## config.mk

```make
export PLATFORM = sky130hd
export DESIGN_NAME = nal_start_code_scanner
export DESIGN_NICKNAME = d
export VERILOG_FILES = /design/src/rtl/nal_pkg.sv /design/src/rtl/nal_out_reg.sv /design/src/rtl/nal_start_code_scanner.sv
export SDC_FILE = /design/constraint.sdc
export NUM_CORES = 1
export LEC_CHECK = 0
export BUFFER_PORTS_ARGS = -buffer_cell sky130_fd_sc_hd__clkbuf_2
export CAP_MARGIN = 5
export CORE_UTILIZATION = 59
export CTS_CLUSTER_SIZE = 25
export DETAILED_ROUTE_END_ITERATION = 7
export PLACE_DENSITY_LB_ADDON = 0.1
export SLEW_MARGIN = 10
export SYNTH_ARGS = -nofsm -noshare
export SYNTH_HDL_FRONTEND = slang
export SYNTH_SLANG_ARGS = --single-unit
```

## constraint.sdc

```tcl
create_clock -name clk -period 2.8 [get_ports clk]
set_input_delay 0.28 -clock clk [delete_from_list [all_inputs] [get_ports clk]]
set_output_delay 0.28 -clock clk [all_outputs]
set_load 0.02 [all_outputs]
```

## src/rtl/nal_pkg.sv

```systemverilog
// Shared NAL parser definitions: scanner states and stream limits.
// Also used by the NAL unit extractor.
package nal_pkg;

    typedef enum logic [1:0] {
        SEARCH,
        IN_NAL,
        FLUSH_Z,
        DRAIN
    } scan_state_t;

    localparam logic [7:0] START_CODE_PREFIX = 8'h01;
    localparam int NAL_MAX_BYTES = 384;
    localparam int NAL_LEN_W = 10;

endpackage

```

## src/rtl/nal_out_reg.sv

```systemverilog
// Output holding register for the scanner.
// Carries sop/eop/len with each byte and holds it while stalled.
module nal_out_reg #(
    parameter int LEN_W = 10
) (
    input  logic             clk,
    input  logic             reset,
    input  logic             ld,
    input  logic [7:0]       ld_byte,
    input  logic             ld_sop,
    input  logic             ld_eop,
    input  logic [LEN_W-1:0] ld_len,
    input  logic             out_ready,
    output logic             slot_free,
    output logic [7:0]       out_byte,
    output logic             out_valid,
    output logic             out_sop,
    output logic             out_eop,
    output logic [LEN_W-1:0] out_len
);

    assign slot_free = !out_valid || out_ready;

    always_ff @(posedge clk or posedge reset) begin
        if (reset) begin
            out_valid <= 1'b0;
            out_byte  <= '0;
            out_sop   <= 1'b0;
            out_eop   <= 1'b0;
            out_len   <= '0;
        end else if (ld) begin
            out_valid <= 1'b1;
            out_byte  <= ld_byte;
            out_sop   <= ld_sop;
            out_eop   <= ld_eop;
            out_len   <= ld_len;
        end else if (out_ready) begin
            out_valid <= 1'b0;
        end
    end

endmodule

```

## src/rtl/nal_start_code_scanner.sv

```systemverilog
// Annex-B start-code scanner: strips 3/4-byte start codes and
// trailing zeros, frames each NAL with sop/eop/len.
module nal_start_code_scanner
    import nal_pkg::*;
#(
    parameter int MAX_NAL_BYTES = NAL_MAX_BYTES,
    parameter int LEN_W         = NAL_LEN_W
) (
    input  logic             clk,
    input  logic             reset,
    input  logic [7:0]       in_byte,
    input  logic             in_valid,
    input  logic             in_last,
    output logic             in_ready,
    output logic [7:0]       out_byte,
    output logic             out_valid,
    input  logic             out_ready,
    output logic             out_sop,
    output logic             out_eop,
    output logic [LEN_W-1:0] out_len,
    output logic             err_oversize,
    output logic             err_zero_run
);

    localparam logic [LEN_W-1:0] MAX_CNT = LEN_W'(MAX_NAL_BYTES);

    scan_state_t state, state_d;
    logic [1:0] zrun, zrun_d, fz, fz_d, zinc;
    logic [7:0] h, h_d, d_byte, d_byte_d, cbyte;
    logic hv, hv_d, h_first, h_first_d;
    logic d_last, d_last_d, ovf, ovf_d;
    logic [LEN_W-1:0] cnt, cnt_d;
    logic slot_free, xfer, b_zero, sc, is_data, zmid;
    logic commit, term, ovs_p, zr_p;
    logic ld, ld_sop, ld_eop;
    logic [7:0] ld_byte;
    logic [LEN_W-1:0] ld_len;

    assign in_ready = !reset && slot_free &&
                      (state == SEARCH || state == IN_NAL);
    assign xfer    = in_valid && in_ready;
    assign b_zero  = (in_byte == 8'h00);
    assign sc      = (in_byte == START_CODE_PREFIX) && zrun[1];
    assign is_data = !b_zero && !sc;
    assign zmid    = (zrun == 2'd1) || (zrun == 2'd2);
    assign zinc    = (zrun == 2'd3) ? 2'd3 : zrun + 2'd1;

    always_ff @(posedge clk or posedge reset) begin
        if (reset) begin
            state        <= SEARCH;
            zrun         <= '0;
            fz           <= '0;
            h            <= '0;
            hv           <= 1'b0;
            h_first      <= 1'b0;
            d_byte       <= '0;
            d_last       <= 1'b0;
            ovf          <= 1'b0;
            cnt          <= '0;
            err_oversize <= 1'b0;
            err_zero_run <= 1'b0;
        end else begin
            state        <= state_d;
            zrun         <= zrun_d;
            fz           <= fz_d;
            h            <= h_d;
            hv           <= hv_d;
            h_first      <= h_first_d;
            d_byte       <= d_byte_d;
            d_last       <= d_last_d;
            ovf          <= ovf_d;
            cnt          <= cnt_d;
            err_oversize <= ovs_p;
            err_zero_run <= zr_p;
        end
    end

    always_comb begin
        state_d = state;
        unique case (state)
            SEARCH:
                if (xfer && sc && !in_last) state_d = IN_NAL;
            IN_NAL:
                if (xfer) begin
                    unique case (1'b1)
                        b_zero:
                            if (in_last) state_d = SEARCH;
                        sc:
                            if (in_last) state_d = SEARCH;
                        is_data && zmid:
                            state_d = FLUSH_Z;
                        is_data && !zmid:
                            if (in_last) state_d = DRAIN;
                    endcase
                end
            FLUSH_Z:
                if (slot_free && fz == 2'd0)
                    state_d = d_last ? DRAIN : IN_NAL;
            DRAIN:
                if (slot_free) state_d = SEARCH;
            default: state_d = SEARCH;
        endcase
    end

    always_comb begin
        zrun_d    = zrun;
        fz_d      = fz;
        h_d       = h;
        hv_d      = hv;
        h_first_d = h_first;
        d_byte_d  = d_byte;
        d_last_d  = d_last;
        ovf_d     = ovf;
        cnt_d     = cnt;
        commit    = 1'b0;
        term      = 1'b0;
        cbyte     = in_byte;
        ovs_p     = 1'b0;
        zr_p      = 1'b0;
        ld        = 1'b0;
        ld_byte   = h;
        ld_sop    = h_first;
        ld_eop    = 1'b0;
        ld_len    = '0;
        unique case (state)
            SEARCH:
                if (xfer) zrun_d = (b_zero && !in_last) ? zinc : 2'd0;
            IN_NAL:
                if (xfer) begin
                    unique case (1'b1)
                        b_zero: begin
                            zrun_d = zinc;
                            term   = in_last;
                        end
                        sc:
                            term = 1'b1;
                        is_data && zmid: begin
                            fz_d     = zrun;
                            d_byte_d = in_byte;
                            d_last_d = in_last;
                            zrun_d   = 2'd0;
                        end
                        is_data && !zmid: begin
                            zr_p   = (zrun == 2'd3);
                            commit = 1'b1;
                            zrun_d = 2'd0;
                        end
                    endcase
                end
            FLUSH_Z:
                if (slot_free) begin
                    commit = 1'b1;
                    if (fz != 2'd0) begin
                        cbyte = 8'h00;
                        fz_d  = fz - 2'd1;
                    end else begin
                        cbyte = d_byte;
                    end
                end
            DRAIN:
                if (slot_free) term = 1'b1;
            default: ;
        endcase

        // Committing pushes the held byte out; its eop is now known to be 0.
        if (commit) begin
            if (cnt == MAX_CNT) begin
                ovs_p = !ovf;
                ovf_d = 1'b1;
            end else begin
                ld        = hv;
                h_d       = cbyte;
                h_first_d = !hv;
                hv_d      = 1'b1;
                cnt_d     = cnt + LEN_W'(1);
            end
        end

        if (term) begin
            ld     = hv;
            ld_eop = 1'b1;
            ld_len = cnt;
            hv_d   = 1'b0;
            cnt_d  = '0;
            ovf_d  = 1'b0;
            zrun_d = 2'd0;
        end
    end

    nal_out_reg #(
        .LEN_W(LEN_W)
    ) u_out (
        .clk      (clk),
        .reset    (reset),
        .ld       (ld),
        .ld_byte  (ld_byte),
        .ld_sop   (ld_sop),
        .ld_eop   (ld_eop),
        .ld_len   (ld_len),
        .out_ready(out_ready),
        .slot_free(slot_free),
        .out_byte (out_byte),
        .out_valid(out_valid),
        .out_sop  (out_sop),
        .out_eop  (out_eop),
        .out_len  (out_len)
    );

endmodule

```

==> results of run 1 <==
## cells by family after synthesis
kind of cell / after synthesis
buffers and inverters: 58
adder cells (fa/ha/maj): 10
AO/OA/AOI/OAI: 86
AND/OR/NAND/NOR: 123
multiplexers: 21
flip-flops: 59
## timing repair
| item | 4_1_cts | 5_1_grt |
|---|---|---|
| endpoints found under the setup margin | 0 | 18 |
| hold buffers | 0 | 0 |
| gates resized for setup | 0 | 1 |
| buffers inserted | 0 | 0 |
## layer usage
metal | vias to the layer above | GRT usage (%) | part of all wire (%)
met5 | - | 0 | 0
met4 | 0 | 12.26 | 2.0
met3 | 21 | 4.000 | 6.3
met2 | 124 | 46.64 | 46
met1 | 1421 | 40.66 | 46
li1 | 1398 | - | -
## per-stage QoR
stage / util (%) / setup WS (ns) / hold slack [ns]
2_1_floorplan: - / 0.6267 / 0.4130
3_3_place_gp: 67.10 / 0.2020 / 0.4131
3_5_place_dp: 67.10 / 0.1039 / 0.4190
4_1_cts: 70.80 / 0.06817 / 0.05670
5_1_grt: 70.89 / 0.2658 / 0.09726
6_report: 70.89 / 0.3755 / 0.03502
## worst max-delay path by stage
stage | from | end | slack (ns)
global route | zrun[0]$_DFFE_PP0P_ | h[6]$_DFFE_PP0P_ | 0.27
finish | zrun[0]$_DFFE_PP0P_ | h[6]$_DFFE_PP0P_ | 0.38
detailed placement | zrun[0]$_DFFE_PP0P_ | h[6]$_DFFE_PP0P_ | 0.10
floorplan | in_byte[3] | h[0]$_DFFE_PP0P_ | 0.63
CTS | zrun[0]$_DFFE_PP0P_ | h[6]$_DFFE_PP0P_ | 0.07
global placement | zrun[0]$_DFFE_PP0P_ | h[6]$_DFFE_PP0P_ | 0.20
## layout make-up
class                   count  area share, %
clock buffers              12          3.974
clock inverters             4          1.250
inverters                  34          3.269
multi-input cells         240          43.17
flip-flops and latches     59          37.82
well taps                  72          2.308
repair buffers             53          8.205
## flip-flops by register name, indices dropped and copies added, names as in the netlist
| name | count |
|---|---|
| err_oversize | 1 |
| err_zero_run | 1 |
| d_byte | 8 |
| u_out.out_eop | 1 |
| state | 2 |
| cnt | 10 |
| u_out.out_len | 10 |
| u_out.out_sop | 1 |
| h_first | 1 |
| ovf | 1 |
| u_out.out_byte | 8 |
| d_last | 1 |
| h | 8 |
| u_out.out_valid | 1 |
| zrun | 2 |
| hv | 1 |
| fz | 2 |
## cell usage in the layout, fill, tap and decap left out, types with 3 or more instances in the layout
| cell type | instances |
|---|---|
| dfrtp_1 | 59 |
| nand2_1 | 36 |
| clkbuf_2 | 36 |
| inv_1 | 32 |
| nand3_1 | 30 |
| o21ai_0 | 17 |
| buf_4 | 16 |
| and2_1 | 11 |
| mux2_2 | 11 |
| clkbuf_8 | 11 |
| o221ai_1 | 10 |
| ha_1 | 10 |
| a2111oi_0 | 9 |
| a221oi_1 | 9 |
| o311ai_0 | 9 |
| a21oi_1 | 8 |
| mux2_4 | 7 |
| nand4_1 | 6 |
| nor2_1 | 6 |
| o31ai_1 | 6 |
| and3_1 | 5 |
| nor3_1 | 5 |
| nor2b_1 | 4 |
| a211o_1 | 4 |
| mux2i_1 | 3 |
| o21a_1 | 3 |
| or4_1 | 3 |
## power groups by stage
stage	Clock [mW]	Sequential, mW	Combinational (mW)
after floorplan	0	1.30	0.922
after global placement	0	1.26	1.29
after detailed placement	0	1.27	1.34
after CTS	0.809	1.26	1.34
after global routing	0.847	1.29	1.50
final	0.808	1.26	1.35
==> run metrics, run 1 <==
Cell Int Power 2.094 mW; Synth Area in Simple Gates 19.25%; net switching power 1.321 mW; Combinational Power Share 39.4%; share of cells above drive strength 1 23.13%; cells along the critical path inv_1 -> ha_1 -> nor2b_1 -> and4_1 -> a21oi_4 -> nor2_4 -> mux2_2; Synth Net Count 380; area delta synth->final 15.30%; pin slew with the least headroom to its limit 0.6579 ns; Nets 420; Distinct cells, synth 48; WP data required 3.03 ns; drt wl/cell 16.90 µm; Starting Density 61.49%; Detailed Place HPWL 5548 µm; Arr. time, crit path 2.65 ns; First DRT Iteration DRCs 234; Tmin final 2.425 ns; height of the die 77.76 µm; Sw Share 38.67%; largest net degree at the start of global routing 40; Compound-Gate Fraction of Synth Area 19.03%; Async SR Flop Fraction 100.0%; Residual DRC 0; Num CTS Buffers 9; share of the synthesized area in the top cell type 43.61%; Setup-failing EPs final 0; Die W 77.76 µm; Achievable Freq 0.4124 GHz; Clk Tree Root Cell clkbuf_8; worst-path maximum fanout 21; worst skew pair latency 0.35 ns; router iterations before antenna repair 5; Ports 37; dominant cell type by area after synthesis dfrtp_1; multiplexer share of the synthesized area 7.650%; largest family of logic cells by synthesized area simple AND/OR/NAND/NOR gates; Final ANT Viol Nets 0; maxcap violations 0; Setup TNS 0 ns; TritonCTS Sinks 59; family with the most delay on the worst path simple AND/OR/NAND/NOR gates; Synth Flop Type dfrtp_1; area of the multi-input gates 1685 µm²; sequential share of power 36.9%; Peak supply drop 502.6 µV; Layout Skew 0.007557 ns; Tot Pwr 3.415 mW; vias in the first global route 2837; Worst path slowest cell nor2_4; Total Wirelength 8012 µm; CP Class reg2reg; min-delay worst type in2async; worst r2r path cells 7; fin crit share 86.59%; core area 5507 µm²; Rows 27; crit end category flop; Diodes inserted 0; Finished Layout Cells 474; synthesized instance count 357; die area 6046 µm²; sequential area share after synthesis 43.61%; fin area 3904 µm²; vias per cell 6.253; R2R Path End h[6]$_DFFE_PP0P_; number of synthesized flops with an enable pin 0; outcome finished, final reports clean; CTS tree done; Syn Std Cell Area 3386 µm²; Commonest cells post-synth dfrtp_1, nand2_1, inv_1; LEAKAGE 1.868 nW; xor-xnor portion of the synthesized cell area 0%; Ys Warns 0; crit path buf inv count 1; RSZ-0062 raised after global routing false; GP Congestion 0.9261; Adder-Cell Fraction of Synth Area 3.695%; Avg Cell Area, Syn 9.484 µm²; Yosys reg bits 59; final hold violations 0; Levels on crit path 7; All-Layer GR Usage 29.46%; first-pass GRT wire length 13740 µm; Synth area leaders dfrtp_1, nand3_1, nand2_1; Port Buffers 36; clock-pin slew on the worst setup and hold paths 0.07 ns; fin. max-slew vios 0; worst r2r src zrun[0]$_DFFE_PP0P_; setup slack, reg-to-reg 0.38 ns; clk buf depth 2; Placed Instance Area 3695 µm²; H-tree Lvls 3; Clk pwr share 23.7%; # placed instances 458; CP startpoint kind flop; initial antenna violation count 0; GRT overflow 0; top-count cell post-synth dfrtp_1; slowest stage delay, CP 0.50 ns; Fill cells 419; register area 1476 µm²; Rel. slew slack 56.08%; via count 2964; power per cell area 874.8 nW/µm²
No activity file was read; power rests on OpenSTA's default activity.
==> run 2, diff against run 1 <==
--- a/config.mk
+++ b/config.mk
@@ -7,7 +7,7 @@
 export LEC_CHECK = 0
 export BUFFER_PORTS_ARGS = -buffer_cell sky130_fd_sc_hd__clkbuf_2
 export CAP_MARGIN = 5
-export CORE_UTILIZATION = 59
+export CORE_UTILIZATION = 51
 export CTS_CLUSTER_SIZE = 25
 export DETAILED_ROUTE_END_ITERATION = 7
 export PLACE_DENSITY_LB_ADDON = 0.1
==> run 2 against run 1 <==
Compared with the run above:
- combinational power barely moved
- clock skew rose by 0.0012 ns
- critical path depth did not move
- power fell by 2.5%
- final cell count rose by 1.1%
- register-to-register slack improved by 0.06 ns
- fmax rose by 2.7%
- largest power group unchanged
==> run metrics, run 2 (synthesis results as in run 1) <==
Clk Tree Root Cell clkbuf_8; die area 6969 µm²; pin slew with the least headroom to its limit 0.7084 ns; Sw Share 38.90%; M1 wire length 3804 µm; fin crit share 84.33%; area delta synth->final 14.93%; First DRT Iteration DRCs 181; H-tree Lvls 3; RSZ-0062 raised after global routing false; Setup-failing EPs final 0; metal3 WL 363 µm; pre-CTS setup slack 0.1109 ns; clk buf depth 2; Final ANT Viol Nets 0; worst-path maximum fanout 24; WP data required 3.03 ns; Port Buffers 36; Layout Skew 0.008718 ns; vias in the first global route 2818; outcome finished, final reports clean; Achievable Freq 0.4235 GHz; CP startpoint kind flop; Setup TNS 0 ns; CTS Hold Bufs 0; GP Congestion 0.7990; top flop regs cnt x10, u_out.out_len x10; GRT overflow 0; initial antenna violation count 0; CP Class reg2reg; Cell Int Power 2.034 mW; Starting Density 53.02%; All-Layer GR Usage 24.64%; largest net degree at the start of global routing 31; Num CTS Buffers 9; fin. max-slew vios 0; maxcap violations 0; power per cell area 855.5 nW/µm²; LEAKAGE 1.859 nW; Arr. time, crit path 2.59 ns; height of the die 83.48 µm; TritonCTS Sinks 59; router iterations before antenna repair 6; vias per cell 6.071; Nets 420; most common cell after layout, fill and taps aside dfrtp_1; Peak supply drop 509.9 µV; met2 wire length 3603 µm; share of cells above drive strength 1 22.89%; CTS tree done; Diodes inserted 0; drt wl/cell 16.43 µm; Ports 37; sequential share of power 37.9%; final hold violations 0; Die W 83.48 µm; Detailed Place HPWL 5563 µm; highest routed layer met4; most frequent cells in the layout dfrtp_1, nand2_1, clkbuf_2; Tmin final 2.361 ns; Clk pwr share 22.6%; min-delay worst type in2async; worst skew pair latency 0.33 ns; clock-pin slew on the worst setup and hold paths 0.07 ns; Rows 29; Residual DRC 0; Total Wirelength 7870 µm; via count 2908; Combinational Power Share 39.5%; final setup margin 0.4386 ns; Tot Pwr 3.329 mW; post-cts sizing count 0; net switching power 1.295 mW; core area 6386 µm²; first-pass GRT wire length 13660 µm; Rel. slew slack 52.77%; crit end category flop; postcts setup bufs 0
[run 2: changes by cell type in the layout (fill, tap and decap cells not counted)]
cell | previous run | this run
clkbuf_8 | 11 | 9
clkbuf_1 | 1 | 2
clkinv_2 | 2 | 3
[run 2: metal layers]
| metal | GRT usage, % | up-vias |
|---|---|---|
| met4 | 7.858 | 0 |
| li1 | - | 1398 |
| met2 | 37.26 | 85 |
| met1 | 35.93 | 1417 |
| met5 | 0 | - |
| met3 | 4.649 | 8 |
[run 2: worst max-delay path, stage by stage (launching register included)]
cell and delay, ns:
dfrtp_1 0.40, inv_1 0.09, ha_1 0.31, nor2b_1 0.15, and4_1 0.28, a21o_1 0.60, nand3_1 0.21, a22o_1 0.21
[run 2: power groups by stage]
| stage | Clock [mW] | Sequential [mW] | Combinational [mW] |
|---|---|---|---|
| final | 0.751 | 1.26 | 1.32 |
| after global routing | 0.805 | 1.30 | 1.47 |
| after CTS | 0.765 | 1.26 | 1.32 |
| after detailed placement | 0 | 1.28 | 1.31 |
| after global placement | 0 | 1.27 | 1.29 |
| after floorplan | 0 | 1.30 | 0.922 |
[run 2: final timing paths]
| path | from | endpoint | depth (start not counted) | slack [ns] |
|---|---|---|---|---|
| setup reg to reg | zrun[0]$_DFFE_PP0P_ | u_out.out_eop$_DFFE_PP0P_ | 7 | 0.44 |
| min in group clk | in_byte[4] | d_byte[4]$_DFFE_PP0P_ | 2 | 0.21 |
| hold / removal | reset | fz[0]$_DFFE_PP0P_ | 2 | 0.04 |
| hold reg to reg | ovf$_DFFE_PP0P_ | err_oversize$_DFF_PP0_ | 1 | 0.45 |
| max in group asynchronous | reset | u_out.out_byte[2]$_DFFE_PP0P_ | 3 | 2.17 |
| setup / recovery | zrun[0]$_DFFE_PP0P_ | u_out.out_eop$_DFFE_PP0P_ | 7 | 0.44 |
[run 2: area by class of cell]
| type | instances | area (µm²) |
|---|---|---|
| fillers | 576 | 2495 |
| multi-input cells | 240 | 1685 |
| flip-flops and latches | 59 | 1476 |
| repair buffers | 53 | 320.3 |
| clock buffers | 11 | 131.4 |
| inverters | 34 | 127.6 |
| well taps | 77 | 96.34 |
| clock inverters | 5 | 53.80 |
[run 2: metrics by stage]
step | instance area (µm²) | hold WS [ns] | std cells | util (%)
6_report | 3891 | 0.04419 | 479 | 60.93
5_1_grt | 3891 | 0.1059 | 479 | 60.93
4_1_cts | 3886 | 0.06479 | 479 | 60.85
3_5_place_dp | 3701 | 0.4254 | 463 | 57.95
3_3_place_gp | 3701 | 0.4240 | 463 | 57.95
2_1_floorplan | 3386 | 0.4130 | 357 | -
==> run 3, diff against run 2 <==
==> constraint.sdc (replaced) <==
create_clock -name clk -period 2.3 [get_ports clk]
set_input_delay 0.23 -clock clk [delete_from_list [all_inputs] [get_ports clk]]
set_output_delay 0.23 -clock clk [all_outputs]
set_load 0.02 [all_outputs]
==> run 3 against run 2 <==
Compared with the run above:
- die area did not move
- routed wire length rose by 6.9%
- fmax rose by 9.7%
- first-iteration DRC count rose by 9.9%
- flip-flop and latch count did not move
- register-to-register slack got worse by 0.29 ns
- count of clock-buffer cells in the layout rose by 1
- critical path depth rose by 1
- design area rose by 5.0%
- worst setup slack got worse by 0.29 ns
==> run metrics, run 3 (synthesis results as in run 1) <==
outcome finished, final reports clean; most frequent cells in the layout dfrtp_1, nand2_1, clkbuf_2; Nets 437; die area 6969 µm²; largest net degree at the start of global routing 40; All-Layer GR Usage 25.90%; Achievable Freq 0.4646 GHz; fin area 4088 µm²; CP startpoint kind flop; worst skew pair latency 0.34 ns; final hold slack 0.1628 ns; Diodes inserted 0; Tmin final 2.153 ns; Placed Instance Area 3851 µm²; crit end category flop; Peak supply drop 595.3 µV; Rel. slew slack 52.09%; WP data required 2.57 ns; final setup margin 0.1474 ns; share of cells above drive strength 1 26.49%; GRT overflow 0; pin slew with the least headroom to its limit 0.7147 ns; # placed instances 478; drt wl/cell 16.96 µm; Rows 29; Num CTS Buffers 9; clock-pin slew on the worst setup and hold paths 0.07 ns; power per cell area 1055 nW/µm²; postcts setup bufs 0; top flop regs cnt x10, u_out.out_len x10; first-pass GRT wire length 14310 µm; core area 6386 µm²; Total Wirelength 8410 µm; most common cell after layout, fill and taps aside dfrtp_1; Ports 37; final hold violations 0; Port Buffers 36; GP Congestion 0.8199; Die W 83.48 µm; Residual DRC 0; Final Util 64.01%; maxcap violations 0; Setup-failing EPs final 0; area delta synth->final 20.73%; vias in the first global route 2932; router iterations before antenna repair 5; fin crit share 93.59%; RSZ-0062 raised after global routing false; H-tree Lvls 3; Detailed Place HPWL 5807 µm; Arr. time, crit path 2.42 ns; vias per cell 6.069; CTS tree done; Layout Skew 0.01119 ns; initial antenna violation count 0; TritonCTS Sinks 59; clk buf depth 2; CP Class reg2reg; Finished Layout Cells 496; worst r2r path cells 8; hold path depth 2; worst-path maximum fanout 9; Starting Density 53.02%; LEAKAGE 1.961 nW; min-delay worst type in2reg; via count 3010; Final ANT Viol Nets 0; First DRT Iteration DRCs 199; Fill cells 548; pre-CTS setup slack -0.3044 ns; height of the die 83.48 µm; Clk Tree Root Cell clkbuf_8; fin. max-slew vios 0
[run 3: metal layers]
metal	track usage [%]	vias up	wire length [µm]	share of wire, %
li1	-	1434	-	-
met4	10.94	0	151	1.8
met5	0	-	0	0
met1	37.65	1466	4005	48
met3	4.253	13	400	4.8
met2	38.45	97	3852	46
[run 3: metrics by stage]
stage                     power [mW]  setup TNS [ns]
after floorplan                2.700               0
after global placement         3.224          -3.282
after detailed placement       3.292          -4.314
after CTS                      4.307               0
after global routing           4.601               0
final                          4.311               0
[run 3: cell type report]
cell class	count	area [µm²]	share of cell area [%]
clock inverter	4	47.55	1.163
clock buffer	12	165.2	4.040
timing repair buffer	69	480.5	11.75
multi-input combinational	241	1694	41.44
tap	77	96.34	2.357
inverter	34	127.6	3.122
sequential	59	1476	36.12
[run 3: worst paths after layout]
kind / to / slack, ns / start
max in group asynchronous: u_out.out_len[1]$_DFFE_PP0P_ / 1.22 / reset
hold reg to reg: err_oversize$_DFF_PP0_ / 0.46 / ovf$_DFFE_PP0P_
setup / recovery: cnt[6]$_DFFE_PP0P_ / 0.15 / zrun[0]$_DFFE_PP0P_
hold / removal: d_byte[7]$_DFFE_PP0P_ / 0.16 / in_byte[7]
setup reg to reg: cnt[6]$_DFFE_PP0P_ / 0.15 / zrun[0]$_DFFE_PP0P_
min in group asynchronous: fz[0]$_DFFE_PP0P_ / 0.45 / reset
[run 3: report_power, final]
group	switching [mW]	total (mW)	internal, mW
clock	0.420	1.01	0.585
combinational	1.02	1.81	0.787
sequential	0.202	1.50	1.30
[run 3: repair_timing]
action                                  4_1_cts  5_1_grt
cloned                                        0        1
hold buffers                                  1        0
resized for setup                             1        2
pin swaps                                     0        1
endpoints found under the setup margin       21       17
hold endpoints to repair                     19        0
[run 3: worst max-delay path, stage by stage (launching register included)]
cell	delay, ns
dfrtp_1	0.35
inv_1	0.06
ha_1	0.31
nor2b_1	0.16
and4_1	0.28
a21oi_4	0.10
buf_4	0.19
or4_1	0.47
a21oi_1	0.15
